**src/rtl/ps2_scancode_rx.sv**
```systemverilog
`default_nettype none
// +--------------------------------------------------------------------------+
// | Module  : ps2_scancode_rx                                                |
// | Brief   : PS/2 keyboard frame receiver with E0/F0 prefix folding and a   |
// |           first-word fall-through scancode FIFO.                         |
// | Option  : define PS2_RX_TIMEOUT_EN to abort stalled partial frames.      |
// | Revision: 1.0                                                            |
// +--------------------------------------------------------------------------+
module ps2_scancode_rx #(
  parameter int FIFO_DEPTH  = 8,
  parameter int SYNC_STAGES = 2,
  parameter int TIMEOUT_CYC = 5000
) (
  input  logic                          clk_k,
  input  logic                          reset_l,
  input  logic                          ps2_clk,
  input  logic                          ps2_data,
  input  logic                          rd_en,
  output logic                          rd_valid,
  output logic [9:0]                    rd_data,
  output logic [$clog2(FIFO_DEPTH):0]   fifo_count,
  output logic                          parity_err,
  output logic                          frame_err,
  output logic                          overflow
);

  localparam int PTR_W = $clog2(FIFO_DEPTH);
  localparam int CNT_W = PTR_W + 1;

  localparam logic [1:0] ST_IDLE   = 2'd0;
  localparam logic [1:0] ST_DATA   = 2'd1;
  localparam logic [1:0] ST_PARITY = 2'd2;
  localparam logic [1:0] ST_STOP   = 2'd3;

  logic [SYNC_STAGES-1:0] clk_sync;
  logic [SYNC_STAGES-1:0] data_sync;
  logic                   clk_prev;
  logic                   clk_s;
  logic                   data_s;
  logic                   fall;

  logic [1:0]             state;
  logic [2:0]             bit_cnt;
  logic [7:0]             shreg;
  logic                   par_bit;
  logic                   ext_pend;
  logic                   brk_pend;
  logic                   timeout;

  logic                   frame_done;
  logic                   parity_ok;
  logic                   frame_good;
  logic                   code_ext;
  logic                   code_brk;
  logic                   push_req;

  logic [9:0]             mem [FIFO_DEPTH];
  logic [PTR_W-1:0]       wr_ptr;
  logic [PTR_W-1:0]       rd_ptr;
  logic [CNT_W-1:0]       count;
  logic                   full;
  logic                   do_push;
  logic                   do_pop;

  // Synchronisers reset to the idle-high level so reset release never looks like a fall.
  always_ff @(posedge clk_k or negedge reset_l) begin
    if (!reset_l) begin
      clk_sync  <= '1;
      data_sync <= '1;
      clk_prev  <= 1'b1;
    end else begin
      clk_sync  <= {clk_sync[SYNC_STAGES-2:0], ps2_clk};
      data_sync <= {data_sync[SYNC_STAGES-2:0], ps2_data};
      clk_prev  <= clk_s;
    end
  end

  assign clk_s  = clk_sync[SYNC_STAGES-1];
  assign data_s = data_sync[SYNC_STAGES-1];
  assign fall   = clk_prev & ~clk_s;

  always_comb begin
    frame_done = fall && (state == ST_STOP);
    parity_ok  = ^{shreg, par_bit};
    frame_good = frame_done && data_s && parity_ok;
    code_ext   = (shreg == 8'hE0);
    code_brk   = (shreg == 8'hF0);
    push_req   = frame_good && !code_ext && !code_brk;
  end

  always_ff @(posedge clk_k or negedge reset_l) begin
    if (!reset_l) begin
      state      <= ST_IDLE;
      bit_cnt    <= 3'd0;
      shreg      <= 8'h00;
      par_bit    <= 1'b0;
      ext_pend   <= 1'b0;
      brk_pend   <= 1'b0;
      parity_err <= 1'b0;
      frame_err  <= 1'b0;
    end else begin
      parity_err <= 1'b0;
      frame_err  <= 1'b0;
      if (timeout) begin
        state     <= ST_IDLE;
        shreg     <= 8'h00;
        ext_pend  <= 1'b0;
        brk_pend  <= 1'b0;
        frame_err <= 1'b1;
      end else if (fall) begin
        case (state)
          ST_IDLE: begin
            if (!data_s) begin
              state   <= ST_DATA;
              bit_cnt <= 3'd0;
            end
          end
          ST_DATA: begin
            shreg   <= {data_s, shreg[7:1]};
            bit_cnt <= bit_cnt + 1'b1;
            if (bit_cnt == 3'd7) begin
              state <= ST_PARITY;
            end
          end
          ST_PARITY: begin
            par_bit <= data_s;
            state   <= ST_STOP;
          end
          ST_STOP: begin
            state <= ST_IDLE;
            if (frame_good) begin
              if (code_ext) begin
                ext_pend <= 1'b1;
              end else if (code_brk) begin
                brk_pend <= 1'b1;
              end else begin
                // Cleared whether or not the FIFO had room for the code.
                ext_pend <= 1'b0;
                brk_pend <= 1'b0;
              end
            end else begin
              ext_pend <= 1'b0;
              brk_pend <= 1'b0;
              if (!parity_ok) begin
                parity_err <= 1'b1;
              end else begin
                frame_err <= 1'b1;
              end
            end
          end
          default: state <= ST_IDLE;
        endcase
      end
    end
  end

`ifdef PS2_RX_TIMEOUT_EN
  localparam int WD_W = $clog2(TIMEOUT_CYC + 1);

  logic [WD_W-1:0] wd_cnt;

  always_ff @(posedge clk_k or negedge reset_l) begin
    if (!reset_l) begin
      wd_cnt <= '0;
    end else if (fall || timeout || (state == ST_IDLE)) begin
      wd_cnt <= '0;
    end else begin
      wd_cnt <= wd_cnt + 1'b1;
    end
  end

  assign timeout = (state != ST_IDLE) && !fall && (wd_cnt == WD_W'(TIMEOUT_CYC - 1));
`else
  logic unused_timeout_cfg;

  assign timeout            = 1'b0;
  assign unused_timeout_cfg = (TIMEOUT_CYC != 0);
`endif

  assign full    = (count == CNT_W'(FIFO_DEPTH));
  assign do_pop  = rd_en && (count != '0);
  assign do_push = push_req && (!full || do_pop);

  always_ff @(posedge clk_k or negedge reset_l) begin
    if (!reset_l) begin
      wr_ptr   <= '0;
      rd_ptr   <= '0;
      count    <= '0;
      overflow <= 1'b0;
      for (int i = 0; i < FIFO_DEPTH; i++) begin
        mem[i] <= 10'h000;
      end
    end else begin
      overflow <= push_req && !do_push;
      if (do_push) begin
        mem[wr_ptr] <= {ext_pend, brk_pend, shreg};
        wr_ptr      <= wr_ptr + 1'b1;
      end
      if (do_pop) begin
        rd_ptr <= rd_ptr + 1'b1;
      end
      case ({do_push, do_pop})
        2'b10:   count <= count + 1'b1;
        2'b01:   count <= count - 1'b1;
        default: count <= count;
      endcase
    end
  end

  assign rd_valid   = (count != '0);
  assign rd_data    = mem[rd_ptr];
  assign fifo_count = count;

endmodule
`default_nettype wire

```
**config.mk**
```make
export PLATFORM = sky130hd
export DESIGN_NAME = ps2_scancode_rx
export DESIGN_NICKNAME = d
export VERILOG_FILES = /design/src/rtl/ps2_scancode_rx.sv
export SDC_FILE = /design/constraint.sdc
export NUM_CORES = 1
export LEC_CHECK = 0
export ABC_AREA = 1
export CAP_MARGIN = 40
export CORE_MARGIN = 2
export CORE_UTILIZATION = 55
export DETAILED_ROUTE_END_ITERATION = 10
export MAX_ROUTING_LAYER = met4
export PLACE_DENSITY = 0.82
export SYNTH_ARGS = -nofsm -noshare
export SYNTH_HDL_FRONTEND = slang
export SYNTH_SLANG_ARGS = --single-unit
```
**constraint.sdc**
```tcl
create_clock -name clk_k -period 6 [get_ports clk_k]
set_input_delay 1.2 -clock clk_k [delete_from_list [all_inputs] [get_ports clk_k]]
set_output_delay 1.2 -clock clk_k [all_outputs]
set_load 0.1 [all_outputs]
```
==> out/qor.yml <==
outcome: "finished, final reports clean"
grt_max_degree: 66
syn_nets: 739
rows: 37
vias: 5321
layout.nets: 761
ant_nets: 0
cts_tree: "done"
grt_overflow: 0
peakVddDrop_mv: 0.9401
synth_area_per_cell_um2: 8.083
yosys.area.top_type_share: 0.4674
synthSimpleGateAreaFrac: 0.3373
ys.flop_type: "dfrtp_1"
fp.dieH_um: 107.0
grt_pass1_wl_um: 26290
synth_async_sr_flop_share: 1.000
min_period_ns: 4.546
synth.distinct_cells: 32
synth-seq-cells: 114
reg2reg_setup_slack_ns: 2.83
syn_area_um2: 5836
cts_hold_buf: 0
postSynthCellCount: 722
fin_area_um2: 7126
cts_resized: 0
fillers: 750
hold_path.class: "register to register"
gp_congestion: 0.9523
timing.fmax_ghz: 0.2200
grt_pass1_vias: 5248
root_buffer: "clkbuf_8"
numCtsBuffers: 17
syn2layout_area_growth_pct: 22.11
antenna_cells: 0
via_per_inst: 5.959
synth_edf_count: 0
setup_viol: 0
maxCapViolCount: 0
rsz0062_at_grt: "no"
crit_fanout: 22
die_x_um: 107.0
synthTopCellsByCount: "nand2_1, dfrtp_1, nor2_1, nand4_1, o21ai_0"
multi_input_area_um2: 2630
synthMuxAreaShare: 0
powerDensity_nw_per_um2: 577.4
drtPass1Iterations: 6
power_leakage_nw: 3.539
tns_ns: 0
tightest_slew_ns: 0.7952
synth-adder-area-share: 0.02702
yosysTopAreaCell: "dfrtp_1"
wl_per_cell_um: 17.52
hpwl_um: 9871
regArea_um2: 2859
timing_hold_violations_final: 0
insertion_delay_ns: 0.54
drive_above_1_share: 0.1162
drt_iter0_drc: 628
drv_slew: 0
fin_skew_ns: 0.008200
wl_um: 15640
clk_pin_slew_ns: 0.06
grt_antenna_before_repair: 0
cts.sinks: 114
htreeDepth: 4
io_pins: 23
cp-end-kind: "primary output"
start_util: 0.5653
synth-seq-area-share: 0.4899
cp_data_arrival_time_ns: 3.35
synth_top_family_by_area: "simple AND/OR/NAND/NOR gates"
die_area_um2: 11450
critPathRequiredTime_ns: 4.80
clk_path_buf_depth: 2
ys_warn_count: 0
drc: 0
grt_use_total: 0.3081
cp-start-kind: "register"
synth_xor_xnor_area_share: 0.01051
finalCritPeriodShare: 0.7576
slew_headroom: 0.4698
core-area_um2: 10320
crit_type: "register to primary output"
synth-compound-area-share: 0.07504
io_buffers: 22
cts_setup_buffers: 0
synthTopCellsByArea: "dfrtp_1, nand2_1, nand4_1"
dpl_cell_area_um2: 6492
synth.most_common_cell: "nand2_1"
[routing by layer]
layer	track usage	vias to the layer above	part of all wire
li1	-	2466	-
met1	0.3896	2535	0.40
met2	0.4736	267	0.49
met3	0.07903	53	0.085
met4	0.1317	0	0.029
met5	-	-	0
[cell type report]
class                           count  area share
Clock buffer                       22     0.06356
Clock inverter                     10     0.02529
Inverter                           32     0.01686
Multi-Input combinational cell    523      0.3691
Sequential cell                   114      0.4012
Tap cell                          136     0.02388
Timing Repair Buffer               56      0.1001
[report_power, final]
part           leakage, nW  switching (mW)  internal (mW)  total (mW)
sequential            1.54           0.198          0.860        1.06
clock                0.305           0.350          0.736        1.09
combinational         1.69            1.31          0.659        1.97
[logic make-up (layout without fill, tap and decap cells)]
| kind of cell | Yosys count | in the layout |
|---|---|---|
| compound gates | 82 | 82 |
| xor+xnor | 7 | 7 |
| fa+ha+maj | 12 | 12 |
| buf+inv | 85 | 120 |
| flops | 114 | 114 |
| simple gates | 422 | 422 |
[cell usage in the layout, fill, tap and decap left out, drive strengths merged]
cell	Yosys	layout
clkinv	1	4
nand4	82	82
fa	1	1
o21ai	59	59
a31oi	10	10
o22ai	10	10
a211oi	1	1
xor2	4	4
nand3	16	16
clkdlybuf4s50	0	21
nor2	85	85
inv	31	31
clkbuf	37	22
dfrtp	109	109
nand2	228	228
a21oi	2	2
bufinv	0	5
clkinvlp	0	2
nor3	10	10
dfstp	5	5
and2	1	1
ha	11	11
buf	16	35
xnor2	3	3
[final timing paths]
path,start,to,cells after the start
max in group asynchronous,reset_l,mem[16],3
worst max-delay path,rd_ptr[1],rd_data[7],6
worst min register to register,clk_sync[0],clk_sync[1],0
min in group asynchronous,reset_l,fifo_count[2],1
worst min-delay path,clk_sync[0],clk_sync[1],0
worst max register to register,shreg[1],fifo_count[3],20
[state kept, by name, summed over array words and instances, names as in the netlist, 2 cells and up]
signal      count
bit_cnt         3
clk_sync        2
data_sync       2
fifo_count      4
mem            80
rd_ptr          3
shreg           8
state           2
wr_ptr          3
[critical path: stages, from the launching register on]
cell and delay (ns):
dfrtp_1 0.86, inv_1 0.56, nor2_1 0.25, o21ai_0 0.12, a31oi_1 0.21, clkdlybuf4s50_1 0.59, buf_8 0.22
[stage by stage]
step	setup slack, ns	power, mW	hold WS (ns)	std cells	utilization
after floorplan	1.954	2.314	0.3452	722	-
after global placement	1.683	2.650	0.3458	838	0.5889
after detailed placement	2.136	3.000	0.3479	861	0.6289
after CTS	1.513	4.105	0.3574	893	0.6902
after global routing	1.242	4.312	0.3629	893	0.6902
final	1.454	4.115	0.3556	893	0.6902
Power figures use the tool's default switching activity.
